$ cat src/rtl/cpu_pkg.sv
// Shared CPU definitions: result destination channel indices and the
// output-stage state encoding of the result router.
package cpu_pkg;

    localparam int DEST_GPR = 0;
    localparam int DEST_RAM = 1;
    localparam int DEST_PC  = 2;

    typedef enum logic [0:0] {
        EMPTY = 1'b0,
        HOLD  = 1'b1
    } router_state_t;

endpackage

$ cat src/rtl/route_fifo.sv
// Circular-buffer FIFO holding routed results; pointers wrap modulo DEPTH
// (power of two), occupancy counts 0..DEPTH. Flush clears it synchronously.
module route_fifo #(
    parameter int  WIDTH = 34,
    parameter int  DEPTH = 4,
    localparam int PTR_W = $clog2(DEPTH),
    localparam int LVL_W = $clog2(DEPTH) + 1
) (
    input  logic             clk,
    input  logic             rst,
    input  logic             flush,
    input  logic             push,
    input  logic             pop,
    input  logic [WIDTH-1:0] wdata,
    output logic [WIDTH-1:0] rdata,
    output logic [LVL_W-1:0] level,
    output logic             empty,
    output logic             full
);

    logic [WIDTH-1:0] mem [DEPTH];
    logic [PTR_W-1:0] wr_ptr;
    logic [PTR_W-1:0] rd_ptr;

    // NOTE: storage has no reset; entries are only read when level says they are valid.
    always_ff @(posedge clk) begin
        if (push) begin
            mem[wr_ptr] <= wdata;
        end
    end

    // NOTE: sequential state uses non-blocking assignments so every flop samples pre-edge values.
    always_ff @(posedge clk or posedge rst) begin
        if (rst) begin
            wr_ptr <= '0;
            rd_ptr <= '0;
            level  <= '0;
        end else if (flush) begin
            wr_ptr <= '0;
            rd_ptr <= '0;
            level  <= '0;
        end else begin
            if (push) begin
                wr_ptr <= wr_ptr + PTR_W'(1);
            end
            if (pop) begin
                rd_ptr <= rd_ptr + PTR_W'(1);
            end
            case ({push, pop})
                2'b10:   level <= level + LVL_W'(1);
                2'b01:   level <= level - LVL_W'(1);
                default: level <= level;
            endcase
        end
    end

    assign rdata = mem[rd_ptr];
    assign empty = (level == '0);
    assign full  = (level == LVL_W'(DEPTH));

endmodule

$ cat src/rtl/result_router.sv
// Buffers ALU results and steers each, in acceptance order, to its destination
// channel (GPR/RAM/PC) through a single-entry holding stage.
module result_router
    import cpu_pkg::*;
#(
    parameter int  DATA_W = 32,
    parameter int  N_DEST = 3,
    parameter int  DEPTH  = 4,
    localparam int DEST_W = (N_DEST > 1) ? $clog2(N_DEST) : 1,
    localparam int LVL_W  = $clog2(DEPTH) + 1
) (
    input  logic                     clk,
    input  logic                     rst,
    input  logic                     flush,
    input  logic                     in_valid,
    output logic                     in_ready,
    input  logic [DEST_W-1:0]        in_dest,
    input  logic [DATA_W-1:0]        in_data,
    output logic [N_DEST-1:0]        out_valid,
    input  logic [N_DEST-1:0]        out_ready,
    output logic [N_DEST*DATA_W-1:0] out_data,
    output logic [7:0]               err_cnt,
    output logic [LVL_W-1:0]         level
);

    router_state_t       state;
    logic [DEST_W-1:0]   hold_dest;
    logic [DATA_W-1:0]   hold_data;

    logic                fifo_empty;
    logic                fifo_full;
    logic [DEST_W+DATA_W-1:0] fifo_rdata;
    logic                dest_bad;
    logic [DEST_W-1:0]   dest_routed;
    logic                push;
    logic                pop;
    logic                handshake;
    logic                load;

    assign in_ready    = !rst && !fifo_full;
    assign dest_bad    = (int'(in_dest) >= N_DEST);
    assign dest_routed = dest_bad ? DEST_W'(DEST_GPR) : in_dest;
    assign push        = in_valid && in_ready && !flush;

    // Only the selected channel's ready matters because out_valid is one-hot.
    assign handshake = |(out_valid & out_ready);
    assign load      = !fifo_empty && ((state == EMPTY) || handshake);
    assign pop       = load && !flush;

    route_fifo #(
        .WIDTH (DEST_W + DATA_W),
        .DEPTH (DEPTH)
    ) u_fifo (
        .clk   (clk),
        .rst   (rst),
        .flush (flush),
        .push  (push),
        .pop   (pop),
        .wdata ({dest_routed, in_data}),
        .rdata (fifo_rdata),
        .level (level),
        .empty (fifo_empty),
        .full  (fifo_full)
    );

    always_ff @(posedge clk or posedge rst) begin
        if (rst) begin
            state     <= EMPTY;
            hold_dest <= '0;
            hold_data <= '0;
        end else if (flush) begin
            state     <= EMPTY;
            hold_dest <= '0;
            hold_data <= '0;
        end else if (load) begin
            state     <= HOLD;
            hold_dest <= fifo_rdata[DEST_W+DATA_W-1:DATA_W];
            hold_data <= fifo_rdata[DATA_W-1:0];
        end else if (handshake) begin
            state <= EMPTY;
        end
    end

    always_ff @(posedge clk or posedge rst) begin
        if (rst) begin
            err_cnt <= '0;
        end else if (push && dest_bad && (err_cnt != 8'hFF)) begin
            err_cnt <= err_cnt + 8'd1;
        end
    end

    // NOTE: defaults first so every path assigns every output and no latch is inferred.
    always_comb begin
        out_valid = '0;
        out_data  = '0;
        if (state == HOLD) begin
            for (int d = 0; d < N_DEST; d++) begin
                if (hold_dest == DEST_W'(d)) begin
                    out_valid[d]                   = 1'b1;
                    out_data[d*DATA_W +: DATA_W]   = hold_data;
                end
            end
        end
    end

endmodule

$ cat config.mk
export PLATFORM = sky130hd
export DESIGN_NAME = result_router
export DESIGN_NICKNAME = d
export VERILOG_FILES = /design/src/rtl/cpu_pkg.sv /design/src/rtl/route_fifo.sv /design/src/rtl/result_router.sv
export SDC_FILE = /design/constraint.sdc
export NUM_CORES = 1
export LEC_CHECK = 0
export CORE_MARGIN = 5
export CORE_UTILIZATION = 40
export CTS_BUF_LIST = sky130_fd_sc_hd__clkbuf_16
export CTS_CLUSTER_SIZE = 40
export DETAILED_ROUTE_END_ITERATION = 10
export HOLD_SLACK_MARGIN = 0.08
export PLACE_DENSITY_LB_ADDON = 0.05
export SYNTH_ARGS = -nofsm -noshare
export SYNTH_HDL_FRONTEND = slang
export SYNTH_SLANG_ARGS = --single-unit
$ cat constraint.sdc
create_clock -name clk -period 3.5 [get_ports clk]
set_clock_uncertainty 0.1 [all_clocks]
set_input_delay 0.35 -clock clk [delete_from_list [all_inputs] [get_ports clk]]
set_output_delay 0.35 -clock clk [all_outputs]
set_load 0.005 [all_outputs]
==> metrics <==
result of the run=complete, no violations; effective utilization at floorplan=40.6%; post-synth net total=roughly 580; Std-Cell Rows=51; maximum ir drop on the vdd rail=between 0.3 and 0.4 mV; most common library cell in the layout ignoring fill and taps=sky130_fd_sc_hd__clkdlybuf4s50_1; TritonRoute pass-1 iters=5; leading area contributor after synthesis=sky130_fd_sc_hd__edfxtp_1; Least-Margin Pin Slew=between 1 and 1.5 ns; peak per-stage delay on the critical path=0.77 ns; number of hold violations in the final report=0; worst rel slew slack=approximately a third; Via Count=~4,700; top post-synthesis cells by area=sky130_fd_sc_hd__edfxtp_1 (52%), sky130_fd_sc_hd__dfrtp_1 (16%), sky130_fd_sc_hd__mux4_2 (9.7%); final weighted congestion in routability-driven placement=between 0.7 and 0.8; CTS Root Cell=sky130_fd_sc_hd__clkbuf_16; max-slew violation total from the final report=0; reg-to-reg slack, setup=~1 ns; number of routed nets with antenna violations=0; vertical die dimension=roughly 150 microns; worst hold slack=0.184 ns; total track usage=17.5%; Area Overhead vs Synth=30.9%; drc violations=0; number of antenna violations at the first check in global routing=1; number of library cell types mapped by synthesis=37; area of the die=approximately 23,000 sq um; category of the worst setup path capture point=primary output; worst-path cell with the longest stage delay=sky130_fd_sc_hd__nor3b_2; number of instances in the synthesized netlist=about 530; startpoint of the lowest-slack hold path=flush; Post-CTS Resized=0; Antenna Cells=0; highest attainable clock frequency=between 300 and 400 MHz; maximum number of buffers from clock root to sink=2; Int Power=between 4 and 5 mW; share of the clock period used by the worst path=between 80% and 90%; first-pass GRT wire length=29,300 microns; switching part of the total=between 30 and 40%; endpoint with the worst hold slack=hold_data[23]; WS Path Type=reg -> out; number of cells traversed by the worst register-to-register path=7; Total Wirelength=about 19,000 microns; Ports=152; Critical Path Source Type=register; Worst Path Buf+Inv=2; yosys warns=0; layout cells sized above 1=14.2%; switching power summed over all nets=between 2 and 2.5 mW; total design power=6.43 mW; floorplan core area=just under 20,000 sq um; average routed wire per standard cell=~20 microns; post-route minimum period=slightly above 3 ns; Num CTS Buffers=17; instance area at placement=9730 sq um; clock-pin slew reported for the worst setup and hold paths after clock tree synthesis=0.08 ns; TritonCTS clock tree=yes; hold depth=2; number of nets in the finished design=between 700 and 800; reg-to-reg critical path endpoint=u_fifo.level[2]; required time of the critical path=between 3 and 4 ns; cell leakage power=3.64 nW; RSZ-0062 raised after global routing=no; deepest level of the CTS H-tree=4; worst reg2reg path startpoint=u_fifo.level[0]; number of sinks handled by clock tree synthesis=roughly 190; placed wire-length estimate after detailed placement=~12,000 microns; number of violations of the max-capacitance limit=0; power per standard cell area=roughly 620 nW/um^2; setup bufs post-CTS=0; number of hold buffers added after CTS=0; final number of setup-violating endpoints=0; global route overflow=0; pin count of the biggest net entering global routing=36; post-detailed-route via-to-cell ratio=4.92; path class of the lowest-slack min-delay path=in -> reg; sequential cell fraction of total power=a little under half; critical-path cell list=nor3b_2 > buf_12 > and2_1 > clkdlybuf4s50_1; final instance area=between 10,000 and 15,000 sq um; width of the chip=approximately 150 microns; synthesized area per cell=between 10 and 15 sq um; Synth top area share=51.9%; worst-path maximum fanout=21; 1st-iter DRT viols=around 210; cell area after synthesis=between 7000 and 8000 sq um; clock share of power=between 20% and 30%; clock latency on the worst-skew pair=around 0.43 ns; via count of the first global-routing pass=approximately 5,000; Total Negative Setup Slacks=0 ns; cell depth of the worst setup path=4; proportion of power drawn by combinational gates=25.1%; number of input and output port buffers inserted=151; register bit count reported by yosys=186; most used cells in the layout excluding fill and tap cells=sky130_fd_sc_hd__clkdlybuf4s50_1 (150), sky130_fd_sc_hd__edfxtp_1 (136), sky130_fd_sc_hd__and2_1 (98), sky130_fd_sc_hd__nand2_1 (79), sky130_fd_sc_hd__dfrtp_1 (48); category of cells accounting for the largest share of critical-path delay=simple AND/OR/NAND/NOR gates; sequential-to-total area share from yosys stat=67.7%; WP data arrival=2.62 ns
power by group through the flow:
stage          Combinational (mW)  Clock [mW]  Sequential, mW
2_1_floorplan                1.09           0            2.81
3_3_place_gp                 1.63           0            2.97
3_5_place_dp                 1.65           0            2.99
4_1_cts                      1.65        1.93            2.94
5_1_grt                      1.78        2.02            2.99
6_report                     1.61        1.89            2.93
stage by stage:
| step | instances | util, % | setup slack, ns |
|---|---|---|---|
| after floorplan | 532 | - | 0.910 |
| after global placement | 931 | 50.1 | 0.795 |
| after detailed placement | 931 | 50.1 | 0.771 |
| after CTS | 963 | 53.1 | 0.376 |
| after global routing | 963 | 53.1 | 0.291 |
| final | 963 | 53.1 | 0.433 |
layout make-up:
cell class | instances | area [sq um]
Fill cell | 1636 | 9090
Sequential cell | 186 | 5340
Multi-Input combinational cell | 312 | 2400
Timing Repair Buffer | 164 | 1640
Clock buffer | 17 | 425
Tap cell | 265 | 332
Clock inverter | 15 | 156
Inverter | 4 | 15.0
routing by layer:
metal | share of wire (%) | track usage, %
met1 | 44 | 23.0
met2 | 51 | 29.9
met3 | 4.3 | 3.37
met4 | 1.0 | 4.71
met5 | 0 | 0
state kept, by name, summed over array words and instances (netlist names):
register       cells
u_fifo.mem       136
hold_data         32
err_cnt            8
u_fifo.level       3
hold_dest          2
u_fifo.rd_ptr      2
u_fifo.wr_ptr      2
state              1
how the worst max path moves through the flow:
stage	start	to	slack (ns)
after floorplan	hold_dest[1]	u_fifo.level[2]	0.91
after global routing	state	out_data[28]	0.29
final	state	out_data[8]	0.43
after global placement	out_ready[0]	u_fifo.level[2]	0.80
after detailed placement	out_ready[0]	u_fifo.level[2]	0.77
after CTS	state	out_data[8]	0.38
logic make-up after synthesis:
| group | share of synthesized area, % |
|---|---|
| and+or+nand+nor | 14.3 |
| DFF | 67.7 |
| AOI/OAI and AO/OA | 3.02 |
| muxes | 10.9 |
| buffers and inverters | 1.94 |
| xor gates and xnor gates | 0.985 |
| adders and majority gates | 1.05 |
cells in the mapped netlist:
cell type                    n
sky130_fd_sc_hd__mux2_1      2
sky130_fd_sc_hd__nand2_1    79
sky130_fd_sc_hd__a21oi_1    40
sky130_fd_sc_hd__a21o_1      1
sky130_fd_sc_hd__mux2_4      2
sky130_fd_sc_hd__xnor2_1     6
sky130_fd_sc_hd__buf_4       4
sky130_fd_sc_hd__nand2b_1    3
sky130_fd_sc_hd__nor3b_1     1
sky130_fd_sc_hd__nand3_1     2
sky130_fd_sc_hd__buf_2       8
sky130_fd_sc_hd__edfxtp_1  136
sky130_fd_sc_hd__fa_1        1
sky130_fd_sc_hd__and4_1      1
sky130_fd_sc_hd__a21oi_4     1
sky130_fd_sc_hd__dfrtp_1    50
sky130_fd_sc_hd__nor4_2      1
sky130_fd_sc_hd__and3b_2     1
sky130_fd_sc_hd__ha_1        5
sky130_fd_sc_hd__a31oi_1     1
sky130_fd_sc_hd__nand4_1     3
sky130_fd_sc_hd__a211oi_1    1
sky130_fd_sc_hd__nor3b_2     1
sky130_fd_sc_hd__mux4_2     34
sky130_fd_sc_hd__xnor2_2     1
sky130_fd_sc_hd__nor2_2      1
sky130_fd_sc_hd__nor2b_1     4
sky130_fd_sc_hd__mux2i_4     1
sky130_fd_sc_hd__xor2_1      1
sky130_fd_sc_hd__nor3_1      2
sky130_fd_sc_hd__clkbuf_1   18
sky130_fd_sc_hd__nor2_1     10
sky130_fd_sc_hd__mux2i_1     2
sky130_fd_sc_hd__and3_1      1
sky130_fd_sc_hd__and2b_4     1
sky130_fd_sc_hd__and2_1    102
sky130_fd_sc_hd__inv_1       4
(Power assumes the default switching activity.)
